**config.mk**
```make
export PLATFORM = sky130hd
export DESIGN_NAME = mem_port_arbiter
export DESIGN_NICKNAME = d
export VERILOG_FILES = /design/src/rtl/core_pkg.sv /design/src/rtl/mux2.sv /design/src/rtl/mem_port_arbiter.sv
export SDC_FILE = /design/constraint.sdc
export NUM_CORES = 1
export LEC_CHECK = 0
export CORE_AREA = 2 2 109 111
export CTS_CLUSTER_DIAMETER = 200
export DETAILED_ROUTE_END_ITERATION = 10
export DIE_AREA = 0 0 111 113
export HOLD_SLACK_MARGIN = 0.03
export PLACE_DENSITY_LB_ADDON = 0.2
export SKIP_CTS_REPAIR_TIMING = 1
export SYNTH_ARGS = -nofsm -noshare
export SYNTH_HDL_FRONTEND = slang
export SYNTH_SLANG_ARGS = --single-unit
export TNS_END_PERCENT = 30
```
**constraint.sdc**
```tcl
create_clock -name clk -period 4.6 [get_ports clk]
set_input_delay 0.92 -clock clk [delete_from_list [all_inputs] [get_ports clk]]
set_output_delay 0.92 -clock clk [all_outputs]
set_load 0.03 [all_outputs]
```
**src/rtl/core_pkg.sv**
```systemverilog
// Shared types for the memory-port arbiter: FSM states and owner encodings.
package core_pkg;

  typedef enum logic [1:0] {
    IDLE = 2'd0,
    REQ  = 2'd1,
    WAIT = 2'd2
  } arb_state_t;

  localparam logic OWN_I = 1'b0;
  localparam logic OWN_D = 1'b1;

endpackage

```
**src/rtl/mux2.sv**
```systemverilog
// Generic two-input mux; sel_i=0 picks a_i, sel_i=1 picks b_i.
module mux2 #(
  parameter int W = 32
) (
  input  logic         sel_i,
  input  logic [W-1:0] a_i,
  input  logic [W-1:0] b_i,
  output logic [W-1:0] y_o
);

  // Pure combinational select.
  assign y_o = sel_i ? b_i : a_i;

endmodule

```
**src/rtl/mem_port_arbiter.sv**
```systemverilog
// Arbitrates the single memory port between fetch (I) and load/store (D).
// One transaction outstanding; D has priority unless I has waited through
// STREAK_MAX consecutive D grants. Responses go back to the issuing owner.
module mem_port_arbiter
  import core_pkg::*;
#(
  parameter int XLEN       = 32,
  parameter int STREAK_MAX = 4
) (
  input  logic              clk,
  input  logic              reset,
  input  logic              i_req,
  input  logic [XLEN-1:0]   i_addr,
  output logic              i_gnt,
  output logic              i_rvalid,
  output logic [XLEN-1:0]   i_rdata,
  input  logic              d_req,
  input  logic              d_we,
  input  logic [XLEN-1:0]   d_addr,
  input  logic [XLEN-1:0]   d_wdata,
  input  logic [XLEN/8-1:0] d_be,
  output logic              d_gnt,
  output logic              d_rvalid,
  output logic [XLEN-1:0]   d_rdata,
  output logic              mem_req,
  output logic              mem_we,
  output logic [XLEN-1:0]   mem_addr,
  output logic [XLEN-1:0]   mem_wdata,
  output logic [XLEN/8-1:0] mem_be,
  input  logic              mem_gnt,
  input  logic              mem_rvalid,
  input  logic [XLEN-1:0]   mem_rdata,
  output logic              owner
);

  localparam int BW = XLEN / 8;
  localparam int SW = $clog2(STREAK_MAX + 1);
  localparam logic [SW-1:0] SMAX = SW'(STREAK_MAX);

  arb_state_t    state_q, state_d;
  logic          owner_q, owner_d;
  logic [SW-1:0] streak_q, streak_d;

  logic            sel;
  logic            gnt;
  logic            rsp;
  logic [XLEN-1:0] addr_mux, wdata_mux;
  logic [BW-1:0]   be_mux;

  // Steering muxes: I side supplies fixed write-data/byte-enable values.
  mux2 #(.W(XLEN)) u_addr_mux (
    .sel_i(sel), .a_i(i_addr), .b_i(d_addr), .y_o(addr_mux)
  );
  mux2 #(.W(XLEN)) u_wdata_mux (
    .sel_i(sel), .a_i('0), .b_i(d_wdata), .y_o(wdata_mux)
  );
  mux2 #(.W(BW)) u_be_mux (
    .sel_i(sel), .a_i({BW{1'b1}}), .b_i(d_be), .y_o(be_mux)
  );

  // Arbitration, output steering and next-state logic.
  always_comb begin
    state_d  = state_q;
    owner_d  = owner_q;
    streak_d = streak_q;
    sel      = owner_q;
    mem_req  = 1'b0;

    case (state_q)
      IDLE: begin
        // D wins unless I has been passed over STREAK_MAX times in a row.
        sel     = (d_req && !(i_req && streak_q == SMAX)) ? OWN_D : OWN_I;
        mem_req = i_req | d_req;
        if (mem_req) begin
          owner_d = sel;
          state_d = mem_gnt ? WAIT : REQ;
        end
      end
      REQ: begin
        // Owner is locked; a late-arriving requester cannot steal the port.
        mem_req = 1'b1;
        if (mem_gnt) state_d = WAIT;
      end
      WAIT: begin
        if (mem_rvalid) state_d = IDLE;
      end
      default: state_d = IDLE;
    endcase

    gnt = mem_req & mem_gnt;
    if (gnt) begin
      if (sel == OWN_D) streak_d = i_req ? ((streak_q == SMAX) ? SMAX : streak_q + 1'b1) : '0;
      else              streak_d = '0;
    end
  end

  assign owner     = sel;
  assign i_gnt     = gnt & (sel == OWN_I);
  assign d_gnt     = gnt & (sel == OWN_D);
  assign mem_addr  = mem_req ? addr_mux  : '0;
  assign mem_wdata = mem_req ? wdata_mux : '0;
  assign mem_be    = mem_req ? be_mux    : '0;
  assign mem_we    = mem_req & (sel == OWN_D) & d_we;

  // Responses only count while a transaction is outstanding.
  assign rsp      = (state_q == WAIT) & mem_rvalid;
  assign i_rvalid = rsp & (owner_q == OWN_I);
  assign d_rvalid = rsp & (owner_q == OWN_D);
  assign i_rdata  = (state_q == WAIT && owner_q == OWN_I) ? mem_rdata : '0;
  assign d_rdata  = (state_q == WAIT && owner_q == OWN_D) ? mem_rdata : '0;

  // State, owner and streak registers with synchronous reset.
  always_ff @(posedge clk) begin
    if (reset) begin
      state_q  <= IDLE;
      owner_q  <= OWN_I;
      streak_q <= '0;
    end else begin
      state_q  <= state_d;
      owner_q  <= owner_d;
      streak_q <= streak_d;
    end
  end

endmodule
```
Word level (Yosys, flattened, before mapping)

Index checks and enable logic that the tools add are counted.

Input port bits: 139
Output and inout bits: 139
Flip-flop bits (word level): 6
Word-level logic and storage cells: 48

Equal/unequal tests: 6
Bitwise gates (word level): 11
Reduce and logical (&&, ||, !) cells: 8
$add $sub $neg: 1
Multiplexer cells: 19

Operators with widths:

| cell                | count |
|---|---|
| $mux 32             | 6 |
| $mux 3              | 3 |
| $and 1x1->1         | 8 |
| $mux 2              | 4 |
| $mux 4              | 2 |
| $ne 2x2->1 const B  | 3 |
| $pmux 2 s3          | 1 |
| $logic_and 1x1->1   | 4 |
| $add 3x1->3 const B | 1 |
| $eq 3x3->1 const B  | 1 |
| $reduce_and 3->1    | 1 |
| $eq 2x1->1 const B  | 1 |
| $eq 2x2->1 const B  | 1 |
| $logic_not 2->1     | 1 |
| $mux 1              | 2 |
| $not 1->1           | 2 |
| $pmux 1 s2          | 1 |
| $reduce_and 2->1    | 1 |
| $logic_not 1->1     | 1 |
| $or 1x1->1          | 1 |

Logic depth before layout (Yosys ltp)

Word-level depth: 8
Depth in mapped cells: 9
Gate-level depth less buffers: 6

Modules after synthesis

From an unflattened synthesis, not the netlist that was laid out.

Cell total of the unflattened synthesis: 266
Area total of the unflattened synthesis: 2424.8 um^2

By module, submodules not included:

| module                 | cells an instance | area each (um^2) | seq. area each (um^2) | instances |
|---|---|---|---|---|
| mem_port_arbiter       | 190               | 1291.2           | 120.1                 | 1 |
| mux2 at u_addr_mux ... | 36                | 544.3            | 0.0                   | 2 |
| mux2 at u_be_mux       | 4                 | 45.0             | 0.0                   | 1 |

Worst setup path after synthesis

No wires, ideal clock.

Path kind: input to output
From: input port i_req
To: output port mem_addr[31]
Data arrival time: 2.202 ns
Required time: 3.680 ns
Path slack: 1.478 ns
Buffers on the path: 2
Stages: 7
Path through: nor3_2 -> or2_1 -> buf_2 -> inv_2 -> buf_6 -> nand2_1 -> o21ai_0

Word-level cells in the longest chain between the ends: 7
Elaborated cells between the ends (all ways): 9
Classes of those cells: mux (5); bitwise (1); reduce/logical (3)

Ends and longest elaborated chain:

| element           | line                    | source |
|---|---|---|
| from (decl)       | mem_port_arbiter.sv:12  | `input logic i_req,` |
| $logic_and 1x1->1 | mem_port_arbiter.sv:72  | `sel = (d_req && !(i_req && streak_q == SMAX)) ? OWN_D : OWN_I;` |
| $logic_not 1->1   | mem_port_arbiter.sv:72  |  |
| $logic_and 1x1->1 | mem_port_arbiter.sv:72  |  |
| $mux 1            | mem_port_arbiter.sv:72  |  |
| $mux 1            | mem_port_arbiter.sv:69  | `case (state_q)` |
| $mux 32           | mux2.sv:12              | `assign y_o = sel_i ? b_i : a_i;` |
| $mux 32 (*)       | mem_port_arbiter.sv:100 | `assign mem_addr = mem_req ? addr_mux : '0;` |
| to (decl)         | mem_port_arbiter.sv:27  | `output logic [XLEN-1:0] mem_addr,` |

Mark *: on every way between the ends. The rest lies on a longest branch, timed or not.

Final worst setup path

From: input port d_req
To: output port mem_addr[24]

Word-level cells in the longest chain between the ends: 5
Elaborated cells between the ends (all ways): 7
Classes of those cells: mux (5); bitwise (1); reduce/logical (1)

Ends and longest elaborated chain:

| element           | line                    | source |
|---|---|---|
| from (decl)       | mem_port_arbiter.sv:17  | `input logic d_req,` |
| $logic_and 1x1->1 | mem_port_arbiter.sv:72  |  |
| $mux 1            | mem_port_arbiter.sv:72  |  |
| $mux 1            | mem_port_arbiter.sv:69  |  |
| $mux 32           | mux2.sv:12              |  |
| $mux 32 (*)       | mem_port_arbiter.sv:100 |  |

Marked as above.

==> qor.txt <==
Most frequent cells after synthesis - and2_1, nand2_1, nand3_1
Crit path largest cell delay - 0.69 ns
RePlAce Congestion - 0.803
Total CTS buffers - 3
Met3 Use GR - 3.80%
Critical path cell sequence - clkdlybuf4s50_1 -> nor3_2 -> or2_1 -> inv_2 -> buf_4 -> nand2_1 -> o21ai_1 -> clkdlybuf4s50_1
Setup_tns - 0 ns
Setup WS pre-CTS - 0.306 ns
Wirelength per Cell - 13.3 um
Clock skew after layout - 0.00161 ns
Final setup violation count - 0
Starting Density - 14.7%
Fin nets - 679
Final Critical Period - 4.26 ns
Relative slew slack - 65.3%
Worst setup EP type - output pin
Setup CP Type - input port to output pin
Final antenna diode count - 0
Die Y - 113 um
Drt drc - 0
Area leader, netlist - and2_1
Synthesized instance count - 275
Total power - 0.814 mW
Die Wd - 111 um
HP Start - streak_q[1]
Antenna-violating nets left - 0
Sink Count - 6
Switching power - 0.352 mW
Vias in the first global route - 2734
Outcome - finished, final reports clean
Hpwl dp - 7530 um
IO Count - 278
Crit path launch type - input port
Cell variety after synth - 34
Max-Cap Viols - 0
Clk slew on worst S/H paths - 0.03 ns
Root Buffer - clkbuf_16
Sw Share - 43.3%
First-pass GRT wire length - 14000 um
Comb pwr share - 75.3%
Die ar. - 0.0125 sq mm
GR peak layer - met2
Synth warnings - 0
Layout cells sized above 1 - 9.89%
Launch point of the critical path - d_req
Ys flop type - dfxtp_1
Non-Filler Instances - 679
Max Fclk - 235 MHz
CTS tree - done
Final worst slack - 0.341 ns
Final period util - 92.6%
EDFF count, synth - 0
Crit path DAT - 3.34 ns
Met2 usage - 26.3%
Initial antenna violation count - 0
P&R area growth vs syn - 174%
Worst-Skew Late Latency - 0.23 ns
Largest net degree at the start of global routing - 60
Detailed Routing Iterations Pass 1 - 4
Worst min-delay path class - flip-flop to flip-flop
RSZ-0062 raised after global routing - false
1st-iter DRT viols - 146
Post-layout util - 40.2%
Data required, critical path - 3.68 ns
Post-Syn Area - 0.00166 sq mm
CP most frequent cell - clkdlybuf4s50_1
Final wirelength - 9050 um
CORE AREA - 0.0113 sq mm
Area contributors post-synth - and2_1, nand3_1, o21ai_1, nand2_1, dfxtp_1
Fraction of registers with async set/reset - 0%
Port bufs - 277
Gr usage total - 13.4%
Reg power frac - 7.3%
Worst VDD drop - 77.7 uV
DR vias - 2789
Crit Path Max Fanout - 15
Vias/cell - 4.11
LEAKAGE - 1.84 nW
Yosys top cell area share - 37.7%
Cell total after placement - 676
Syn_nets - 416
Met1 Use GR - 14.4%
R2r setup slk - 2.98 ns
Fin. Hold Viols - 0
Int Power - 0.461 mW
Mean Syn Cell Area - 6.03 sq um
P per Cell Area - 179 mW/mm^2
Clk pwr share - 17.4%
GRT overflow - 0
Htree depth - 1
Most common cell in the netlist - and2_1
R2R Path Start - state_q[0]
Slowest-stage cell, CP - clkdlybuf4s50_1
FF+latch count, synth - 6
Row count - 39
Worst Tran Pin Value - 0.518 ns
Slew Limit Fails - 0
Max Root-Sink Buffers - 2
Sequential area share after synthesis - 7.25%
cell type report:
| class | instances | area [sq um] |
|---|---|---|
| Inverter | 5 | 18.8 |
| Sequential cell | 6 | 120 |
| Multi-Input combinational cell | 238 | 1360 |
| Tap cell | 143 | 179 |
| Timing Repair Buffer | 284 | 2780 |
| Clock buffer | 3 | 75.1 |
| Fill cell | 1153 | 6740 |
stage by stage:
step	hold slack, ns	area [sq um]
after floorplan	0.467	1660
after global placement	0.484	4460
after detailed placement	0.491	4460
after CTS	0.501	4530
after global routing	0.554	4530
final	0.494	4530
layout by cell type, fill, tap and decap left out, drive strengths merged:
master,netlist,routed
a211o,1,1
a211oi,1,1
a21oi,3,3
a31oi,1,1
a32o,2,2
and2,100,100
and3,1,1
and3b,2,2
and4b,1,1
buf,13,41
clkbuf,13,3
clkdlybuf4s50,0,243
dfxtp,6,6
ha,2,2
inv,5,5
nand2,34,34
nand2b,1,1
nand3,34,34
nand3b,1,1
nor2,13,13
nor2b,1,1
nor3,2,2
nor3b,3,3
o21a,1,1
o21ai,32,32
o31ai,1,1
or2,1,1
critical path, delay by kind of cell:
kind / cells / cell delay [ns]
compound gates: 1 / 0.13
buf+inv: 4 / 1.82
simple gates: 3 / 0.46
logic make-up (layout without fill, tap and decap cells):
| kind of cell | count (synthesis) | count (layout) | share of synthesized area, % |
|---|---|---|---|
| AO/OA/AOI/OAI | 42 | 42 | 15.5 |
| adder cells (fa/ha/maj) | 2 | 2 | 1.51 |
| buffers and inverters | 31 | 292 | 10.8 |
| flip-flops | 6 | 6 | 7.25 |
| AND/OR/NAND/NOR | 194 | 194 | 65.0 |
worst paths after layout:
kind / end / cells past startpoint
max: mem_addr[24] / 8
min: streak_q[1] / 2
max reg2reg: streak_q[2] / 4
min reg2reg: streak_q[1] / 2
power by group through the flow:
stage / Sequential, mW / Combinational [mW] / Clock (mW)
detailed placement: 0.0602 / 0.618 / 0
finish: 0.0597 / 0.613 / 0.141
floorplan: 0.0570 / 0.319 / 0
global route: 0.0603 / 0.652 / 0.145
CTS: 0.0595 / 0.620 / 0.142
global placement: 0.0601 / 0.615 / 0
registers in the layout (all words and copies together), names as in the netlist:
| register | cells |
|---|---|
| streak_q | 3 |
| owner_q | 1 |
| state_q | 2 |
metal layers:
layer  routed length (um)  up-vias  part of all wire [%]
li1                     -     1422                     -
met1                 3380     1214                    37
met2                 4800      150                    53
met3                  831        3                   9.2
met4                   36        0                  0.40
met5                    0        -                     0
Power figures use the tool's default switching activity.
